<file path="src/rtl/rr_request_encoder_pkg.sv">
// Shared definitions for rr_request_encoder: FSM encoding and index-width helper.
// Build option RR_ENC_FIXED_PRI_EN selects fixed priority instead of round-robin.
package rr_request_encoder_pkg;

  typedef enum logic {
    ST_IDLE = 1'b0,
    ST_HOLD = 1'b1
  } state_t;

  // Smallest width able to encode indices 0..n-1 (at least 1 bit).
  function automatic int idx_width(input int n);
    int w;
    w = 1;
    while ((1 << w) < n) w++;
    return w;
  endfunction

endpackage

</file>
<file path="src/rtl/rr_request_encoder_pick.sv">
// Combinational pick: first set request at or above ptr, wrapping N-1 -> 0.
// Rotate so ptr lands on bit 0, take the lowest set bit, then rotate the index back.
module rr_pick
  import rr_request_encoder_pkg::*;
#(
  parameter int N     = 8,
  parameter int IDX_W = 3
) (
  input  logic [N-1:0]     req,
  input  logic [IDX_W-1:0] ptr,
  output logic [IDX_W-1:0] idx,
  output logic [N-1:0]     onehot,
  output logic             any
);

  logic [N-1:0]     rot;
  logic [IDX_W-1:0] off;
  logic [IDX_W:0]   sum;

  assign rot = N'({req, req} >> ptr);
  assign any = |req;

  always_comb begin
    off = '0;
    for (int j = N - 1; j >= 0; j--) begin
      if (rot[j]) off = IDX_W'(j);
    end
  end

  // ptr < N and off < N, so one conditional subtract is a full mod N.
  always_comb begin
    sum = {1'b0, off} + {1'b0, ptr};
    if (sum >= (IDX_W + 1)'(N)) sum = sum - (IDX_W + 1)'(N);
  end

  assign idx    = sum[IDX_W-1:0];
  assign onehot = any ? (N'(1) << idx) : '0;

endmodule

</file>
<file path="src/rtl/rr_request_encoder.sv">
// Round-robin request encoder: registered binary index + one-hot grant over valid/ready.
// Define RR_ENC_FIXED_PRI_EN for fixed lowest-index priority instead of round-robin.
module rr_request_encoder
  import rr_request_encoder_pkg::*;
#(
  parameter int N     = 8,
  parameter int IDX_W = 3
) (
  input  logic             clk,
  input  logic             reset,
  input  logic [N-1:0]     req,
  input  logic             out_ready,
  output logic             out_valid,
  output logic [IDX_W-1:0] out_idx,
  output logic [N-1:0]     out_onehot,
  output logic             busy_any
);

  if (N < 2 || N > 16 || IDX_W < idx_width(N)) begin : g_bad_cfg
    $error("rr_request_encoder: unsupported N/IDX_W combination");
  end

  state_t           state;
  logic [IDX_W-1:0] pick_ptr;
  logic [IDX_W-1:0] pick_idx;
  logic [N-1:0]     pick_onehot;
  logic             pick_any;

`ifdef RR_ENC_FIXED_PRI_EN
  assign pick_ptr = '0;
`else
  logic [IDX_W-1:0] ptr;
  logic [IDX_W-1:0] nxt_ptr;
  logic             accept;

  assign accept   = (state == ST_HOLD) && out_ready;
  assign nxt_ptr  = (out_idx == IDX_W'(N - 1)) ? '0 : out_idx + IDX_W'(1);
  // On accept the follow-on pick must already see the advanced pointer.
  assign pick_ptr = accept ? nxt_ptr : ptr;

  always_ff @(posedge clk) begin
    if (reset)       ptr <= '0;
    else if (accept) ptr <= nxt_ptr;
  end
`endif

  rr_pick #(.N(N), .IDX_W(IDX_W)) u_pick (
    .req    (req),
    .ptr    (pick_ptr),
    .idx    (pick_idx),
    .onehot (pick_onehot),
    .any    (pick_any)
  );

  always_ff @(posedge clk) begin
    if (reset) begin
      state      <= ST_IDLE;
      out_valid  <= 1'b0;
      out_idx    <= '0;
      out_onehot <= '0;
      busy_any   <= 1'b0;
    end else begin
      busy_any <= |req;
      case (state)
        ST_IDLE: begin
          if (pick_any) begin
            state      <= ST_HOLD;
            out_valid  <= 1'b1;
            out_idx    <= pick_idx;
            out_onehot <= pick_onehot;
          end
        end
        ST_HOLD: begin
          if (out_ready) begin
            if (pick_any) begin
              out_idx    <= pick_idx;
              out_onehot <= pick_onehot;
            end else begin
              // out_idx deliberately keeps its last value when going idle.
              state      <= ST_IDLE;
              out_valid  <= 1'b0;
              out_onehot <= '0;
            end
          end
        end
        default: state <= ST_IDLE;
      endcase
    end
  end

endmodule

</file>
<file path="config.mk">
export PLATFORM = sky130hd
export DESIGN_NAME = rr_request_encoder
export DESIGN_NICKNAME = d
export VERILOG_FILES = /design/src/rtl/rr_request_encoder_pkg.sv /design/src/rtl/rr_request_encoder_pick.sv /design/src/rtl/rr_request_encoder.sv
export SDC_FILE = /design/constraint.sdc
export NUM_CORES = 1
export LEC_CHECK = 0
export ABC_CLOCK_PERIOD_IN_PS = 10610
export CAP_MARGIN = 10
export CORE_MARGIN = 5
export CORE_UTILIZATION = 40
export DETAILED_ROUTE_END_ITERATION = 16
export PLACE_DENSITY = 0.74
export SYNTH_ARGS = -nofsm -noshare
export SYNTH_HDL_FRONTEND = slang
export SYNTH_HIERARCHICAL = 1
export SYNTH_SLANG_ARGS = --single-unit
</file>
<file path="constraint.sdc">
create_clock -name clk -period 10.61 [get_ports clk]
set_input_delay 2.122 -clock clk [delete_from_list [all_inputs] [get_ports clk]]
set_output_delay 2.122 -clock clk [all_outputs]
set_load 0.005 [all_outputs]
</file>
* Word-level counts from Yosys, hierarchy flattened
Cells that the tools add are included.
** Cells by class
- Mux-type cells :: 25
- Equal/unequal tests :: 4
- Shift-type cells :: 2
- Order comparisons :: 1
- Bitwise logic cells :: 1
- $add $sub $neg :: 3
- Reductions and logical operators :: 4
** Operators by type and width (count)
- 2-to-1 mux 3 bit :: 13
- 2-to-1 mux 8 bit :: 3
- one-hot mux 8 bit (2 select lines) :: 1
- right shift 16 x 3 -> 8 bit :: 1
- OR reduction 8 bit :: 1
- << shifter 1 x 3 -> 8 bit (first input constant) :: 1
- inequality test 2 bit (second input constant) :: 3
- one-hot mux 3 bit (2 select lines) :: 1
- 2-to-1 mux 1 bit :: 5
- adder 3 x 3 -> 4 bit :: 1
- >= comparator 4 bit (second input constant) :: 1
- one-hot mux 1 bit (2 select lines) :: 2
- adder 3 x 1 -> 3 bit (second input constant) :: 1
- equality test 3 bit (second input constant) :: 1
- AND reduction 3 bit :: 1
- subtractor 3 x 1 -> 3 bit (second input constant) :: 1
- AND reduction 2 bit :: 1
- logical AND 1 bit :: 1
- NOT 1 bit :: 1
** Storage, ports and cells
- Output and inout port bits :: 13
- Register bits :: 17
- Input port bits :: 11
- Word-level logic and storage cells :: 46

* Longest topological paths before layout
Gate-level depths: netlist (run 1).
- Depth in word-level cells :: 19
- Mapped depth :: 19
- Gate-level depth less buffers :: 17

* By module
Netlist (run 1), hierarchy kept.
** By module, submodules not included
- rr_pick :: instances 1, area an instance 798.3 µm², cells an instance 82, sequential area each 0.0 µm²
- rr_request_encoder :: instances 1, area an instance 700.7 µm², cells an instance 68, sequential area each 340.3 µm²

* Worst setup path after synthesis (run 1)
Ideal clock, no wire load.
- Path type :: input-to-reg
- Start point :: input out_ready
- End point :: register out_onehot[4]
- Arrival :: 5.306 ns
- Slack :: 5.239 ns
- Library setup time :: 0.065 ns
- Stages :: 18
- Required time :: 10.545 ns
- Buffers on the path :: 2
- Cells stage by stage :: nand2_2 -> mux2_2 -> buf_6 -> buf_2 -> and2_1 -> o21a_1 -> mux4_2 -> a211o_1 -> o21ai_0 -> nand2_1 -> ha_1 -> inv_1 -> fa_1 -> xor2_1 -> xnor2_2 -> nor4b_1 -> a32oi_1 -> nor2_1
** On the way
- Cells in the longest elaborated chain, start to end :: 18
- Elaborated cells on any way between the ends :: 22
- Those cells by class :: add/sub (2); order compare (1); eq/ne (1); shift (2); mux (14); reduce/logical (2)
** Ends and longest elaborated chain
- start, declared :: line rr_request_encoder.sv:12 : input logic out_ready,
- logical AND 1 bit (*) :: line rr_request_encoder.sv:36 : assign accept = (state == ST_HOLD) && out_ready;
- 2-to-1 mux 3 bit (*)
- net pick_ptr[1] :: line rr_request_encoder.sv:24 : logic [IDX_W-1:0] pick_ptr;
- right shift 16 x 3 -> 8 bit :: line rr_request_encoder_pick.sv:20 : assign rot = N'({req, req} >> ptr);
- 2-to-1 mux 3 bit (8 in series) :: line rr_request_encoder_pick.sv:26 : if (rot[j]) off = IDX_W'(j);
- adder 3 x 3 -> 4 bit (*) :: line rr_request_encoder_pick.sv:32 : sum = {1'b0, off} + {1'b0, ptr};
- >= comparator 4 bit or subtractor 3 x 1 -> 3 bit (tied branches) :: line rr_request_encoder_pick.sv:33 : if (sum >= (IDX_W + 1)'(N)) sum = sum - (IDX_W + 1)'(N);
- 2-to-1 mux 3 bit (*) :: line rr_request_encoder_pick.sv:33
- net pick_idx[2] :: line rr_request_encoder.sv:25 : logic [IDX_W-1:0] pick_idx;
- << shifter 1 x 3 -> 8 bit (*) :: line rr_request_encoder_pick.sv:37 : assign onehot = any ? (N'(1) << idx) : '0;
- net pick_onehot[4] :: line rr_request_encoder.sv:26 : logic [N-1:0] pick_onehot;
- 2-to-1 mux 8 bit :: line rr_request_encoder.sv:75 : if (pick_any) begin
- 2-to-1 mux 8 bit :: line rr_request_encoder.sv:74 : if (out_ready) begin
- one-hot mux 8 bit (2 select lines) (*) :: line rr_request_encoder.sv:64 : case (state)
- end signal, assigned :: line rr_request_encoder.sv:70 : out_onehot <= pick_onehot;
- end signal, assigned :: line rr_request_encoder.sv:77 : out_onehot <= pick_onehot;
- end, declared :: line rr_request_encoder.sv:15 : output logic [N-1:0] out_onehot,
The timed path passes the listed nets; every way through them passes the cells marked *. The select of a mux whose other input is x is not followed.
A chain may end at the register's enable or synchronous reset.

* Final worst setup path (run 1)
Ends and elaborated chain as after synthesis.

==> results of run 1 <==
[metrics by stage]
step	power (mW)	setup slack, ns	cells	hold WS [ns]	cell area [sq um]
2_1_floorplan	0.206	5.24	150	0.446	1500
3_3_place_gp	0.244	4.43	211	0.456	1730
3_5_place_dp	0.249	4.29	211	0.470	1730
4_1_cts	0.300	4.52	215	0.484	1780
5_1_grt	0.322	4.21	215	0.524	1780
6_report	0.298	4.52	215	0.482	1780
[power by group through the flow]
stage,Combinational (mW),Clock [mW],Sequential [mW]
finish,0.167,0.0494,0.0821
global route,0.185,0.0536,0.0836
CTS,0.167,0.0518,0.0821
detailed placement,0.165,0,0.0835
global placement,0.161,0,0.0831
floorplan,0.123,0,0.0835
[cell type report]
cell class                      count  area [sq um]
Clock buffer                        3          41.3
Clock inverter                      1          7.51
Fill cell                         332          1860
Inverter                            5          18.8
Multi-Input combinational cell    118          1080
Sequential cell                    17           340
Tap cell                           48          60.1
Timing Repair Buffer               23           230
[placed cells by master (no fill, tap or decap), types with 4 or more instances in the layout]
cell              n
mux2i_1           8
a21oi_1           8
nor2_1           19
mux4_2            6
a32oi_1           8
nor3_1            6
clkdlybuf4s50_1  23
nor4_1            4
mux2_2            4
dfxtp_1          17
nand2_1           4
inv_1             4
mux4_1            6
[sequential cells by signal, summed over array words and instances, names as in the netlist]
register	count
out_idx	3
out_valid	1
out_onehot	8
ptr	3
state	1
busy_any	1
[logic make-up after synthesis]
kind of cell	Yosys count	synth area share
XOR/XNOR	2	0.0167
buffers and inverters	15	0.0542
multiplexers	26	0.298
AO/OA/AOI/OAI	29	0.149
adder cells (fa/ha/maj)	4	0.0384
AND/OR/NAND/NOR	57	0.217
flip-flops	17	0.227
[cells in the mapped netlist, drive strengths merged, types with 2 or more instances]
| cell type | n | area share |
|---|---|---|
| mux2 | 5 | 0.040 |
| o21ai | 2 | 0.0067 |
| mux2i | 9 | 0.063 |
| nor3 | 6 | 0.020 |
| buf | 9 | 0.039 |
| nand2 | 5 | 0.014 |
| and4 | 2 | 0.012 |
| nor2b | 4 | 0.027 |
| dfxtp | 17 | 0.23 |
| nand2b | 3 | 0.013 |
| a32oi | 8 | 0.047 |
| nor4 | 4 | 0.017 |
| o21a | 2 | 0.010 |
| inv | 5 | 0.013 |
| nor2 | 19 | 0.048 |
| nor4b | 2 | 0.012 |
| and2 | 3 | 0.013 |
| mux4 | 12 | 0.20 |
| ha | 3 | 0.025 |
| a21oi | 9 | 0.033 |
| a21bo | 3 | 0.020 |
| nand3 | 3 | 0.010 |
| a211oi | 2 | 0.018 |
[layer usage]
layer | track usage | vias up | wire [microns]
li1 | - | 607 | -
met1 | 0.170 | 619 | 1430
met2 | 0.215 | 36 | 1610
met3 | 0.0266 | 4 | 157
met4 | 0.0376 | 0 | 42
met5 | 0 | - | 0
[worst reg2reg max path, cell delays in order (launching register included)]
cell and delay, ns:
dfxtp_1 0.34, ha_1 0.20, ha_1 0.27, mux2_2 0.43, mux4_2 0.59, nor2_1 0.20, mux2_4 0.21, a21oi_1 0.06
or2_2 0.30, fa_1 0.41, xor2_1 0.18, xnor2_2 0.37, nor4b_1 0.29, a32oi_1 0.15, nor2_1 0.14
[worst min path at each step]
stage / to / slack [ns] / cells past startpoint
CTS: ptr[0] / 0.48 / 2
finish: ptr[0] / 0.48 / 2
global route: ptr[0] / 0.52 / 2
floorplan: ptr[0] / 0.45 / 2
global placement: ptr[0] / 0.46 / 2
detailed placement: ptr[0] / 0.47 / 2
==> metrics.txt, run 1 <==
status=completed; cell count after synthesis=150; Rows=22; Initial Utilization=0.413; I/O pins=24; Seq/Total Area, Yosys=0.227; DR vias/cell=5.89; Nets=183; die area=0.00507 sq mm; combinational share of power=0.559; required time of the critical path=10.78 ns; vias in the first global route=1220; Synth Register Bits=17; PwrDens=168 mW/mm^2; postcts setup bufs=0; kind of critical path=primary input to flip-flop; n_diodes=0; Hold Vio Cnt, Final=0; share of cells above drive strength 1=0.174; FF-to-FF Start=out_idx[0]; initial antenna violation count=0; leakage power=0.636 nW; CP Launch Point=out_ready; first-pass GRT wire length=5500 microns; clock skew=0.00556 ns; number of remaining DRC errors=0; Pins Over Slew Limit=0; antenna viol nets, final=0; Buf/Inv on CP=2; critical path's largest stage delay=0.67 ns; prevailing post-synth register cell=dfxtp_1; pin count of the biggest net entering global routing=21; hold_buf cts=0; Clk pwr share=0.166; core area=0.00363 sq mm; TritonCTS Buffers=3; Max Fclk=0.164 GHz; r2r setup slk=6.41 ns; Syn Nets=165; Max-Cap Viols=0; Final Cycle Share=0.574; RSZ-0062 raised after global routing=no; Yosys warnings=6; Cell Int Power=0.187 mW; port bufs=23; NetSw=0.111 mW; slowest cell on the critical path=mux4_1; # clock sinks=17; fraction of registers with async set/reset=0; peak supply drop=0.0731 mV; First-pass DRT Iterations=4; Setup-failing EPs final=0; Total GRT Usage=0.130; r2r endpoint=out_onehot[4]; H-tree Lvls=1; die span in x=71.2 microns; CTS max path bufs=2; Setup TNS Final=0 ns; HP Class=flip-flop to flip-flop; Worst Tran Pin Value=0.740 ns; post-layout min period=6.09 ns; HP Start=ptr[0]; worst r2r path cells=14; CTS clk-pin slew, worst paths=0.07 ns; gr ovfl total=0; CTS tree=built; Area Growth Syn to Fin=18.4%; chip height=71.2 microns; Net Sw Frac=0.373; CP arrival=6.26 ns; Sequential Power Share=0.275; GPL Wtd Cong=0.823; Netlist cell types=46; initial drt markers=68; headroom to the max-slew limit=0.505; Clk Tree Root Cell=clkbuf_8; CTS resizes=0; HPWL Detailed=2390 microns; crit-path cells=clkdlybuf4s50_1, nand2_2, mux2_2, mux4_1, nand2b_1, a211oi_1, a31oi_1, nand2_1, ha_1, inv_1, fa_1, xor2_1, xnor2_2, nor4b_1, a32oi_1, nor2_1; post-route core utilization=0.489; Vias=1266; CP startpoint kind=primary input; critical path endpoint category=flip-flop; critical path endpoint=out_onehot[4]; WP depth=16; overall routed net length=3240 microns; EDFF count, synth=0; mean cell area of the mapped netlist=9.99 sq um; later-pin clock latency in the skew report=0.25 ns; Top delay family on crit path=multiplexers; Wirelength per Cell=15.1 microns; cell area after synthesis=0.00150 sq mm; Max Fanout on Critical Path=20
Note: power is estimated with default switching activity, not from simulation.
==> run 2, diff against run 1 <==
- ABC_CLOCK_PERIOD_IN_PS: 10610 -> 5700
- clock period: 10.61 -> 5.7 ns (I/O delays scaled with it)
==> results of run 2 <==
The final DEF is identical to that of run 1. Status: completed.
Main changes from that run: setup slack after placement 4.29 ns -> 0.361 ns; setup slack after layout 4.52 ns -> 0.592 ns; register-to-register setup slack 6.41 ns -> 1.50 ns; total power 0.298 mW -> 0.556 mW; worst IR drop on VDD 0.0731 mV -> 0.136 mV
